==> config.mk <==
export PLATFORM = sky130hd
export DESIGN_NAME = warp_issue_scheduler
export DESIGN_NICKNAME = d
export VERILOG_FILES = /design/src/rtl/warp_issue_scheduler_pkg.sv /design/src/rtl/warp_issue_scheduler_rr_arbiter.sv /design/src/rtl/warp_issue_scheduler.sv
export SDC_FILE = /design/constraint.sdc
export NUM_CORES = 1
export LEC_CHECK = 0
export CAP_MARGIN = 20
export CORE_MARGIN = 5
export CORE_UTILIZATION = 46
export DETAILED_ROUTE_END_ITERATION = 10
export DONT_BUFFER_PORTS = 1
export PLACE_DENSITY = 0.62
export SYNTH_ARGS = -nofsm -noshare
export SYNTH_HDL_FRONTEND = slang
export SYNTH_SLANG_ARGS = --single-unit
==> constraint.sdc <==
create_clock -name clk -period 2.71 [get_ports clk]
set_input_delay 0.271 -clock clk [delete_from_list [all_inputs] [get_ports clk]]
set_output_delay 0.271 -clock clk [all_outputs]
set_load 0.02 [all_outputs]
==> src/rtl/warp_issue_scheduler_pkg.sv <==
// ---------------------------------------------------------------------------
// sp_pkg: shared sizes, instruction field slices, flag bits, scheduler states
// Revision: 1.0
// ---------------------------------------------------------------------------
`default_nettype none

package sp_pkg;

  localparam int NUM_WARPS = 32;
  localparam int WID_W     = 5;
  localparam int INST_W    = 63;

  localparam int RD_MSB     = 62;
  localparam int RD_LSB     = 58;
  localparam int RS1_MSB    = 57;
  localparam int RS1_LSB    = 53;
  localparam int RS2_MSB    = 52;
  localparam int RS2_LSB    = 48;
  localparam int OPCODE_MSB = 47;
  localparam int OPCODE_LSB = 40;
  localparam int IMM_MSB    = 39;
  localparam int IMM_LSB    = 8;
  localparam int FLAGS_MSB  = 7;
  localparam int FLAGS_LSB  = 0;

  localparam int FLAG_WR_GPR  = 0;
  localparam int FLAG_WR_UNIR = 1;
  localparam int FLAG_WR_PC   = 2;
  localparam int FLAG_WR_PRED = 3;

  typedef enum logic [1:0] {
    SEL    = 2'd0,
    READ   = 2'd1,
    ISSUE  = 2'd2,
    COMMIT = 2'd3
  } sched_state_t;

endpackage

`default_nettype wire

==> src/rtl/warp_issue_scheduler_rr_arbiter.sv <==
// ---------------------------------------------------------------------------
// rr_arbiter: combinational round-robin pick, first request at or above ptr
// Revision: 1.0
// ---------------------------------------------------------------------------
`default_nettype none

module rr_arbiter #(
  parameter int N = 32,
  parameter int W = 5
) (
  input  logic [N-1:0] req,
  input  logic [W-1:0] ptr,
  output logic [N-1:0] grant,
  output logic [W-1:0] grant_idx
);

  always_comb begin
    grant_idx = '0;
    // Descending scans leave the lowest hit; the second pass overrides the
    // wrap-around fallback with the lowest request at or above ptr.
    for (int i = N - 1; i >= 0; i--) begin
      if (req[i]) grant_idx = W'(i);
    end
    for (int i = N - 1; i >= 0; i--) begin
      if (req[i] && (i >= int'(ptr))) grant_idx = W'(i);
    end
    grant = '0;
    if (|req) grant[grant_idx] = 1'b1;
  end

endmodule

`default_nettype wire

==> src/rtl/warp_issue_scheduler.sv <==
// ---------------------------------------------------------------------------
// warp_issue_scheduler: round-robin warp pick, buffer read, issue handshake
// and single-cycle commit pulse back to the instruction buffer/scoreboard.
// Revision: 1.0
// ---------------------------------------------------------------------------
`default_nettype none

module warp_issue_scheduler
  import sp_pkg::*;
(
  input  logic                 clk,
  input  logic                 rst,
  input  logic [NUM_WARPS-1:0] warp_ready_mask,
  input  logic [INST_W-1:0]    instruction_buffer,
  output logic [WID_W-1:0]     target_warp,
  output logic                 s_tvalid_schedular,
  output logic [4:0]           target_gpr_in,
  output logic [4:0]           target_unir_in,
  output logic                 target_is_pc,
  output logic                 target_is_pred,
  output logic                 m_tvalid,
  input  logic                 m_tready,
  output logic [WID_W-1:0]     m_warp_id,
  output logic [INST_W-1:0]    m_inst
);

  sched_state_t state;
  sched_state_t state_nxt;

  logic [WID_W-1:0]     rr_ptr;
  logic [NUM_WARPS-1:0] grant;
  logic [WID_W-1:0]     pick;
  logic                 handshake;
  logic [4:0]           inst_rd;
  logic [7:0]           inst_flags;

  rr_arbiter #(
    .N (NUM_WARPS),
    .W (WID_W)
  ) u_rr_arbiter (
    .req       (warp_ready_mask),
    .ptr       (rr_ptr),
    .grant     (grant),
    .grant_idx (pick)
  );

  assign handshake  = (state == ISSUE) && m_tready;
  assign inst_rd    = m_inst[RD_MSB:RD_LSB];
  assign inst_flags = m_inst[FLAGS_MSB:FLAGS_LSB];

  always_ff @(posedge clk) begin
    if (rst) state <= SEL;
    else     state <= state_nxt;
  end

  always_comb begin
    state_nxt = state;
    case (state)
      SEL:     if (|grant) state_nxt = READ;
      READ:    state_nxt = warp_ready_mask[target_warp] ? ISSUE : SEL;
      ISSUE:   if (m_tready) state_nxt = COMMIT;
      COMMIT:  state_nxt = SEL;
      default: state_nxt = SEL;
    endcase
  end

  always_comb begin
    m_tvalid           = (state == ISSUE);
    s_tvalid_schedular = (state == COMMIT);
  end

  always_ff @(posedge clk) begin
    if (rst) begin
      target_warp <= '0;
      rr_ptr      <= '0;
      m_inst      <= '0;
      m_warp_id   <= '0;
    end else begin
      case (state)
        SEL: if (|grant) target_warp <= pick;
        READ: begin
          // target_warp became the buffer read address one cycle ago, so the
          // head entry is valid on instruction_buffer now.
          if (warp_ready_mask[target_warp]) begin
            m_inst    <= instruction_buffer;
            m_warp_id <= target_warp;
          end
        end
        COMMIT: rr_ptr <= target_warp + 1'b1;
        default: ;
      endcase
    end
  end

  // Reservation fields live only for the commit cycle that follows acceptance.
  always_ff @(posedge clk) begin
    if (rst || !handshake) begin
      target_gpr_in  <= '0;
      target_unir_in <= '0;
      target_is_pc   <= 1'b0;
      target_is_pred <= 1'b0;
    end else begin
      target_gpr_in  <= inst_flags[FLAG_WR_GPR]  ? inst_rd : 5'd0;
      target_unir_in <= inst_flags[FLAG_WR_UNIR] ? inst_rd : 5'd0;
      target_is_pc   <= inst_flags[FLAG_WR_PC];
      target_is_pred <= inst_flags[FLAG_WR_PRED];
    end
  end

endmodule

`default_nettype wire

==> qor_table.md, run 1 <==
| Step | Result | Value |
|---|---|---|
| critical path | Start of the worst register-to-register path | target_warp[0] |
| clock tree | Maximum clock insertion buffer count | 2 |
| timing | Top achievable clock speed | 424 MHz |
| synthesis | Post-synthesis sequential area ratio | 0.377 |
| pwr | P per Cell Area | 642 nW/um^2 |
| finish | N_diodes | 0 |
| clock tree | Number of buffers added by the clock tree synthesis step | 9 |
| die | # rows | 37 |
| global route | Global-route wire length before repair | 23.4 mm |
| clock tree | # Post-CTS Setup Buffers | 0 |
| clock tree | Clk_lat worst skew | 350 ps |
| clock tree | H-tree depth | 3 |
| synthesis | Top cells by area, synth | sky130_fd_sc_hd__dfxtp_1 38%, sky130_fd_sc_hd__mux2i_1 14%, sky130_fd_sc_hd__nor2_1 7.8%, sky130_fd_sc_hd__mux4_2 3.7%, sky130_fd_sc_hd__a21oi_1 2.9% |
| route | # DRC | 0 |
| die | IO Count | 185 |
| min path | Source of the worst hold timing path | instruction_buffer[11] |
| synthesis | Most common cell in the synthesized netlist | sky130_fd_sc_hd__nor2_1 |
| synthesis | Synth Cell Area | 4890 um^2 |
| route | Post-DR vias/cell | 6.27 |
| clock tree | Number of resized instances in the post-cts repair step | 0 |
| outcome | Status | completed |
| critical path | Worst endpoint required time | 2940 ps |
| synthesis | Count of state elements after synthesis | 92 |
| timing | Worst-case hold slack | 65.4 ps |
| die | Initial Utilization | 0.473 |
| timing | Final cycle utilization of the critical path | 0.870 |
| synthesis | Synthesized instance count | 565 |
| global route | Overall fraction of global-route tracks in use | 0.225 |
| critical path | Launching instance or port of the critical path | target_warp[0] |
| timing | Time the worst path needs with I/O delays and setup | 2360 ps |
| route | Detailed Routing Iterations Pass 1 | 5 |
| synthesis | Distinct cell type count after synthesis | 65 |
| timing | Fin. max-slew vios | 0 |
| global route | Vias in the first global route | 4338 |
| die | DIE HEIGHT | 113 um |
| critical path | Critical path type | flip-flop to flip-flop |
| finish | Total of fill cells in the finished design | 984 |
| clock tree | Clock root cell | sky130_fd_sc_hd__clkbuf_8 |
| global route | Antenna violations before repair | 0 |
| critical path | Critical path fanouts, max | 32 |
| die | Core Region | 10300 um^2 |
| synthesis | Fraction of post-synthesis cell area in the top cell type by area | 0.377 |
| clock tree | Hold Buf Count CTS | 2 |
| synthesis | Leading post-synthesis cells by instance count | 102 x sky130_fd_sc_hd__nor2_1, 92 x sky130_fd_sc_hd__dfxtp_1, 67 x sky130_fd_sc_hd__mux2i_1, 28 x sky130_fd_sc_hd__a21oi_1, 22 x sky130_fd_sc_hd__clkbuf_1 |
| min path | Type of the worst min-delay path | input pin to flip-flop |
| timing | Setup repair after global routing missed its margin | false |
| clock tree | Clock transition at the register clock pins on the worst setup and hold paths after CTS | 100 ps |
| synthesis | Async set or reset register ratio after synthesis | 0 |
| timing | Worst slew margin | 0.550 |
| timing | Worst Max-Slew Pin Slew | 670 ps |
| critical path | Sort of element at the start of the critical path | flip-flop |
| die | Area of the die | 12800 um^2 |
| timing | Final setup viols | 0 |
| finish | Layout cell share with drive strength beyond 1 | 0.108 |
| finish | Nets | 669 |
| run | Max capacitance violation total | 0 |
| place | Routability congestion estimate | 0.990 |
| timing | Worst Skew | 22.2 ps |
| clock tree | Clock tree from TritonCTS | yes |
| place | Number of buffers added on ports | 0 |
| pwr | Static leakage power | 1.95 nW |
| synthesis | Most frequently used flop master after synthesis | sky130_fd_sc_hd__dfxtp_1 |
| timing | Number of hold violations in the final report | 0 |
| route | Routed wirelength normalized by instance count | 21.3 um |
| synthesis | Syn avg cell area | 8.65 um^2 |
| place | Final HPWL DP | 11.6 mm |
| global route | Largest net degree at the start of global routing | 73 |
| synthesis | Number of synthesized flops with an enable pin | 0 |
| route | Number of DRC violations after detailed-routing iteration 0 | 413 |
| critical path | Worst Setup End Kind | flip-flop |
| clock tree | CTS Sinks | 92 |
| route | Drt total wl | 15.2 mm |
| die | Floorplan die width | 113 um |
| pwr | VDD IR max | 0.361 mV |
| route | Via Count | 4455 |
| route | Number of nets with antenna violations after detailed routing | 0 |
| global route | Congestion Overflow GR | 0 |
| critical path | Arr. time, crit path | 2590 ps |
| synthesis | Syn. warnings | 0 |
| timing | Setup TNS | 0 ps |
| synthesis | Net count after synthesis | 664 |
| finish | Layout overhead on the synthesized area | 9.94% |
| synthesis | Most area-hungry cell type in the Yosys netlist | sky130_fd_sc_hd__dfxtp_1 |
[report_power, final]
group,switching (mW),internal [mW],total (mW)
clock network,0.506,0.468,0.974
logic,0.396,0.361,0.757
registers,0.244,1.47,1.72
total,1.15,2.30,3.45
[flip-flops by register name, indices dropped and copies added, names as in the netlist, named ones only]
register / flops
m_inst: 63
m_warp_id: 5
rr_ptr: 5
target_gpr_in: 5
target_unir_in: 5
target_warp: 5
state: 1
target_is_pc: 1
target_is_pred: 1
[critical path, stage by stage (launching register included)]
cell and delay [ps]:
sky130_fd_sc_hd__dfxtp_1 480, sky130_fd_sc_hd__buf_12 200, sky130_fd_sc_hd__mux4_2 520, sky130_fd_sc_hd__a22oi_1 210, sky130_fd_sc_hd__and3_1 250, sky130_fd_sc_hd__o22ai_4 120, sky130_fd_sc_hd__buf_12 200, sky130_fd_sc_hd__mux2i_1 190
sky130_fd_sc_hd__nor2_1 70
[kinds of logic (layout without fill, tap and decap cells)]
logic type,after synthesis,count (layout),synth area share
adder cells (fa/ha/maj),1,1,0.00256
flip-flops,92,92,0.377
buffers and inverters,51,61,0.0492
AND/OR/NAND/NOR,221,221,0.218
multiplexers,75,75,0.174
AO/OA/AOI/OAI,122,122,0.174
XOR/XNOR,3,3,0.00538
[cell type report]
| cell class | instances | area [um^2] | share of cell area |
|---|---|---|---|
| clock buffers | 10 | 138 | 0.0256 |
| clock inverters | 6 | 80.1 | 0.0149 |
| inverters | 16 | 60.1 | 0.0112 |
| multi-input cells | 422 | 2800 | 0.522 |
| flip-flops and latches | 92 | 1840 | 0.343 |
| well taps | 136 | 170 | 0.0317 |
| repair buffers | 29 | 278 | 0.0517 |
[metrics by stage]
stage / utilization / area, um^2 / power, mW / worst slack, ps / instances
after CTS: 0.520 / 5370 / 3.48 / 334 / 711
after global routing: 0.520 / 5370 / 3.63 / 246 / 711
after detailed placement: 0.496 / 5120 / 2.48 / 360 / 693
after floorplan: - / 4890 / 2.32 / 408 / 565
after global placement: 0.496 / 5120 / 2.46 / 452 / 693
final: 0.520 / 5370 / 3.45 / 354 / 711
[placed cells by master (no fill, tap or decap), types with 5 or more instances in the layout]
master / count
sky130_fd_sc_hd__nand2_1: 21
sky130_fd_sc_hd__buf_4: 24
sky130_fd_sc_hd__and2_1: 5
sky130_fd_sc_hd__a21oi_1: 28
sky130_fd_sc_hd__nand2b_1: 11
sky130_fd_sc_hd__mux4_2: 8
sky130_fd_sc_hd__a31oi_1: 5
sky130_fd_sc_hd__nor2b_1: 15
sky130_fd_sc_hd__clkbuf_8: 10
sky130_fd_sc_hd__nor4_1: 10
sky130_fd_sc_hd__nor2_1: 102
sky130_fd_sc_hd__a211oi_1: 6
sky130_fd_sc_hd__nor3_1: 6
sky130_fd_sc_hd__o21ai_0: 20
sky130_fd_sc_hd__and3_1: 17
sky130_fd_sc_hd__o22ai_1: 6
sky130_fd_sc_hd__inv_1: 16
sky130_fd_sc_hd__nand3_1: 13
sky130_fd_sc_hd__or3_1: 6
sky130_fd_sc_hd__dfxtp_1: 92
sky130_fd_sc_hd__mux2i_1: 67
[routing by layer]
layer | up-vias | wire [um] | GRT usage
li1 | 2070 | - | -
met1 | 2083 | 6010 | 0.278
met2 | 276 | 6980 | 0.365
met3 | 26 | 1820 | 0.0813
met4 | 0 | 362 | 0.0769
met5 | - | 0 | 0
[final timing paths]
path	end	slack, ps	cells after the start
setup reg to reg	m_inst[39]	350	8
hold / removal	m_inst[11]	70	2
hold reg to reg	rr_ptr[4]	580	2
setup / recovery	m_inst[39]	350	8
No activity file was read; power rests on OpenSTA's default activity.
==> run 2: changes to the inputs <==
- ABC_CLOCK_PERIOD_IN_PS: not set -> 2710
==> results of run 2 <==
Final layout, timing and power as in run 1 (identical DEF).
==> patch 1, RTL diff (config.mk and constraints of run 1) <==
Change the package constant `WID_W` from 5 to 4.
--- a/src/rtl/warp_issue_scheduler_pkg.sv
+++ b/src/rtl/warp_issue_scheduler_pkg.sv
@@ -7,7 +7,7 @@
 package sp_pkg;
 
   localparam int NUM_WARPS = 32;
-  localparam int WID_W     = 5;
+  localparam int WID_W     = 4;
   localparam int INST_W    = 63;
 
   localparam int RD_MSB     = 62;
Ports: changed (resized m_warp_id and target_warp); port bits go from 185 to 183. The function was not compared with the original's and may differ.
==> patch 1 against run 1 <==
Setup slack worse by 160 ps. Synthesized area shrank 17%. Sequential share of layout area rose by 6.6 points. Wire length is 33% lower. Clock skew decreased by 7.5 ps. Cell area decreased by 19%. Global-route usage shrank 4.9 points. Critical path depth is 1 lower. Sequential cell count is 3 lower. Worst hold slack got worse by 35 ps. Power decreased by 14%. Sequential power decreased by 6%. Critical endpoint is now m_inst[49]$_SDFFE_PP0P_.
==> patch 1: results <==
set metrics [dict create \
    grt_pass1_wl_microns 15800 \
    synth_xor_area_share_pct 0.434 \
    synth_commonest_cells "dfxtp_1 (89), nor2_1 (85), mux2i_1 (68)" \
    holdPathStages 1 \
    p_leak_nw 2.03 \
    fillCellCount 804 \
    use_met3_pct 7.84 \
    max_stage_delay_ps 560 \
    fin_nets 527 \
    pg_seq_mw 1.61 \
    drt_iter0_markers 166 \
    grt_pass1_vias 3019 \
    wl_met2_microns 4610 \
    status "finished clean" \
    power.share.switching_pct 32.2 \
    async_flop_share_pct 0 \
    portBuffers 0 \
    netSwitchingPower_uw 959 \
    crit_path_max_fanout 24 \
    dr.pass1.iters 4 \
    use_met1_pct 22.5 \
    reg2regPathDepth 7 \
    grt_usage_pct 17.6 \
    dp.final_hpwl_microns 7450 \
    yosysSeqAreaShare_pct 44.2 \
    synth_fa_ha_area_share_pct 0.310 \
    clkPwrFrac_pct 29.2 \
    grt_max_degree 72 \
    globalplace.congestion 0.885 \
    hold_end "target_warp[1]$_SDFFE_PP0P_" \
    place_area_sq_um 4140 \
    ys_types 51 \
    viasPerCell 5.91 \
    reg2reg_slack_ps 200 \
    min-delay-start "rst" \
    critPathArrivalTime_ps 2740 \
    drive_gt1_share_pct 8.78 \
    finalClockSkew_ps 14.7 \
    wl_met1_microns 4290 \
    cts_max_level 3 \
    synthMuxAreaShare_pct 19.7 \
    synth_compound_area_share_pct 10.9 \
    synth_area_leaders "dfxtp_1 (44%), mux2i_1 (17%), nor2_1 (7.9%), mux4_2 (2.8%), a21oi_1 (2.4%)" \
    drt_wl_total_microns 10200 \
    met3_length_microns 1170 \
]
## patch 1: changes by cell type after synthesis, moves of 7 or more
cell,run 1,this run
nand3_1,13,6
clkbuf_1,22,15
nor2_1,102,85
and3_1,17,10
o21ai_0,20,10
nand2_1,21,12
nor2b_1,15,6
inv_1,16,9
a21oi_1,28,19
## patch 1: layout make-up
class / instances / area (sq um) / area share (%)
multi-input cells: 308 / 2070 / 47.4
flip-flops and latches: 89 / 1780 / 40.9
repair buffers: 11 / 153 / 3.51
well taps: 108 / 135 / 3.10
clock buffers: 9 / 124 / 2.84
clock inverters: 7 / 61.3 / 1.41
inverters: 9 / 33.8 / 0.776
## patch 1: repair_timing
action / 4_1_cts / 5_1_grt
buffers inserted: 0 / 0
hold buffers: 1 / 0
hold endpoints to repair: 71 / 0
## patch 1: metrics by stage
stage,cells,hold WS (ps),setup WS [ps]
after detailed placement,524,353,196
after floorplan,433,415,203
after global routing,541,15.7,50.9
final,541,30.8,198
after global placement,524,350,246
after CTS,541,10.1,178
==> patch 2, RTL diff (config.mk and constraints of run 1) <==
Made on the original files. The 4 states of `sched_state_t` get a one-hot encoding in 4 bits.
--- a/src/rtl/warp_issue_scheduler_pkg.sv
+++ b/src/rtl/warp_issue_scheduler_pkg.sv
@@ -28,11 +28,11 @@
   localparam int FLAG_WR_PC   = 2;
   localparam int FLAG_WR_PRED = 3;
 
-  typedef enum logic [1:0] {
-    SEL    = 2'd0,
-    READ   = 2'd1,
-    ISSUE  = 2'd2,
-    COMMIT = 2'd3
+  typedef enum logic [3:0] {
+    SEL    = 4'b0001,
+    READ   = 4'b0010,
+    ISSUE  = 4'b0100,
+    COMMIT = 4'b1000
   } sched_state_t;
 
 endpackage
Function: same outputs for any inputs over 4 cycles, from zero or initial values and one cycle with rst high; so few cycles prove little.
==> patch 2 against run 1 <==
Clock skew down 12 ps. Synthesized area rose by 2.1%. Sequential cell count rose by 2. Non-clock buffer count increased by 3. Sequential share of layout area up 0.18 points. Wire length grew 2.4%. Setup slack got worse by 100 ps. Utilization decreased by 1.2 points. Cell area rose by 1.7%. Final cell count grew 10%. Critical endpoint is now target_warp[3]$_SDFFE_PP0P_.
Power is not compared: it rests on default switching activity, and its combinational part moved more than twofold at a synthesized area within 25%.
==> patch 2: results <==
set metrics [dict create \
    grt_pass1_wl_microns 24100 \
    yosysSeqAreaShare_pct 37.7 \
    async_flop_share_pct 0 \
    globalplace.congestion 0.963 \
    critPathArrivalTime_ps 2720 \
    crit_path_end "target_warp[3]$_SDFFE_PP0P_" \
    drive_gt1_share_pct 11.8 \
    crit_path_end_kind "flip-flop" \
    reg2regPathDepth 7 \
    ys_types 69 \
    period_minus_slack_ps 2460 \
    grt_usage_pct 23.0 \
    r2r_end "target_warp[3]$_SDFFE_PP0P_" \
    crit_path_max_fanout 16 \
    reg2reg_slack_ps 250 \
    synth_commonest_cells "nand2_1 (150), a21oi_1 (94), dfxtp_1 (94)" \
    ys_warn_count 0 \
    clkTransAtPathRegs_ps 100 \
    post_drt_wl_per_cell_microns 19.8 \
    status "finished clean" \
    synth_ff_type "dfxtp_1" \
    n_antenna_cell 0 \
    grt_max_degree 76 \
    grt_pass1_vias 4521 \
    drt_iter0_markers 540 \
    fillCellCount 1057 \
    cts_max_level 3 \
    worstSetupStartpoint "rr_ptr[2]$_SDFFE_PP0P_" \
    fin_nets 738 \
    finalClockSkew_ps 9.72 \
    pre_cts_ws_ps 89.7 \
    clk-insertion-delay-late_ps 360 \
    hold_class "input pin to flip-flop" \
    dp.final_hpwl_microns 11900 \
    antenna_found_initial 0 \
    dr.pass1.iters 7 \
    tightest_slew_ps 525 \
    synth_area_leaders "dfxtp_1 (38%), nand2_1 (11%), a21oi_1 (9.4%), mux4_2 (3.6%), o21ai_0 (2.3%)" \
    cts_buffers 9 \
    viasPerCell 6.24 \
    vdd.ir_drop.worst_mv 0.293 \
]
==> patch 2: changes by cell type after synthesis, sizes merged, moves of 6 or more <==
cell / change
nor3: +7
a21oi: +65
nand2: +129
nor2: -74
mux2i: -65
o211ai: +6
==> patch 2: power by group <==
group          internal, mW  switching (mW)
sequential             1.42          0.0789
combinational         0.157           0.174
clock                 0.464           0.505
==> patch 2: routing by layer <==
layer	up-vias	wire, microns	track usage [%]
li1	2283	-	-
met5	-	0	0
met2	278	7300	36.2
met4	0	478	9.66
met1	2290	5970	28.8
met3	42	1790	7.77
==> patch 2: worst min-delay path by stage <==
stage                           start                   endpoint  slack [ps]  cells after the start
3_5_place_dp                      rst  m_warp_id[1]$_SDFFE_PP0P_         350                      1
5_1_grt        instruction_buffer[46]    m_inst[46]$_SDFFE_PP0P_           2                      2
6_report       instruction_buffer[55]    m_inst[55]$_SDFFE_PP0P_          30                      2
3_3_place_gp                      rst  m_warp_id[1]$_SDFFE_PP0P_         350                      1
4_1_cts        instruction_buffer[32]    m_inst[32]$_SDFFE_PP0P_          10                      2
2_1_floorplan   instruction_buffer[0]     m_inst[0]$_SDFFE_PP0P_         410                      2
==> patch 2: cell families (layout without fill, tap and decap cells) <==
| kind of cell | count (synthesis) | after routing | share of synthesized area [%] |
|---|---|---|---|
| AO/OA/AOI/OAI | 193 | 193 | 25.0 |
| adder cells (fa/ha/maj) | 1 | 1 | 0.251 |
| buffers and inverters | 55 | 60 | 5.22 |
| AND/OR/NAND/NOR | 280 | 280 | 26.6 |
| XOR/XNOR | 3 | 3 | 0.527 |
| multiplexers | 13 | 13 | 4.69 |
| flip-flops | 94 | 94 | 37.7 |
==> patch 2: metrics by stage <==
step	utilization, %	cells	cell area, sq um	hold WS [ps]
after CTS	50.8	784	5460	11.8
after global routing	50.8	784	5460	2.42
after detailed placement	48.5	766	5210	349
final	50.8	784	5460	34.6
after global placement	48.5	766	5210	345
after floorplan	-	639	4990	407
==> patch 2: area by class of cell <==
| cell class | count | area share, % |
|---|---|---|
| clock inverters | 5 | 1.21 |
| repair buffers | 32 | 5.34 |
| inverters | 12 | 0.825 |
| well taps | 140 | 3.21 |
| clock buffers | 11 | 2.59 |
| multi-input cells | 490 | 52.4 |
| flip-flops and latches | 94 | 34.5 |
==> patch 2: what timing repair did <==
item / in CTS / in global routing
hold buffers: 2 / 0
hold endpoints to repair: 75 / 0
endpoints found under the setup margin: 0 / 51
setup buffers: 0 / 0
resized for setup: 0 / 2
==> patch 2: worst max-delay path, stage by stage, from the launching register on <==
cell      delay [ps]
dfxtp_1          580
buf_4            290
o211ai_1         140
a32o_1           340
nand2b_1         180
nor3b_1          450
o31ai_1          170
a22o_1           220
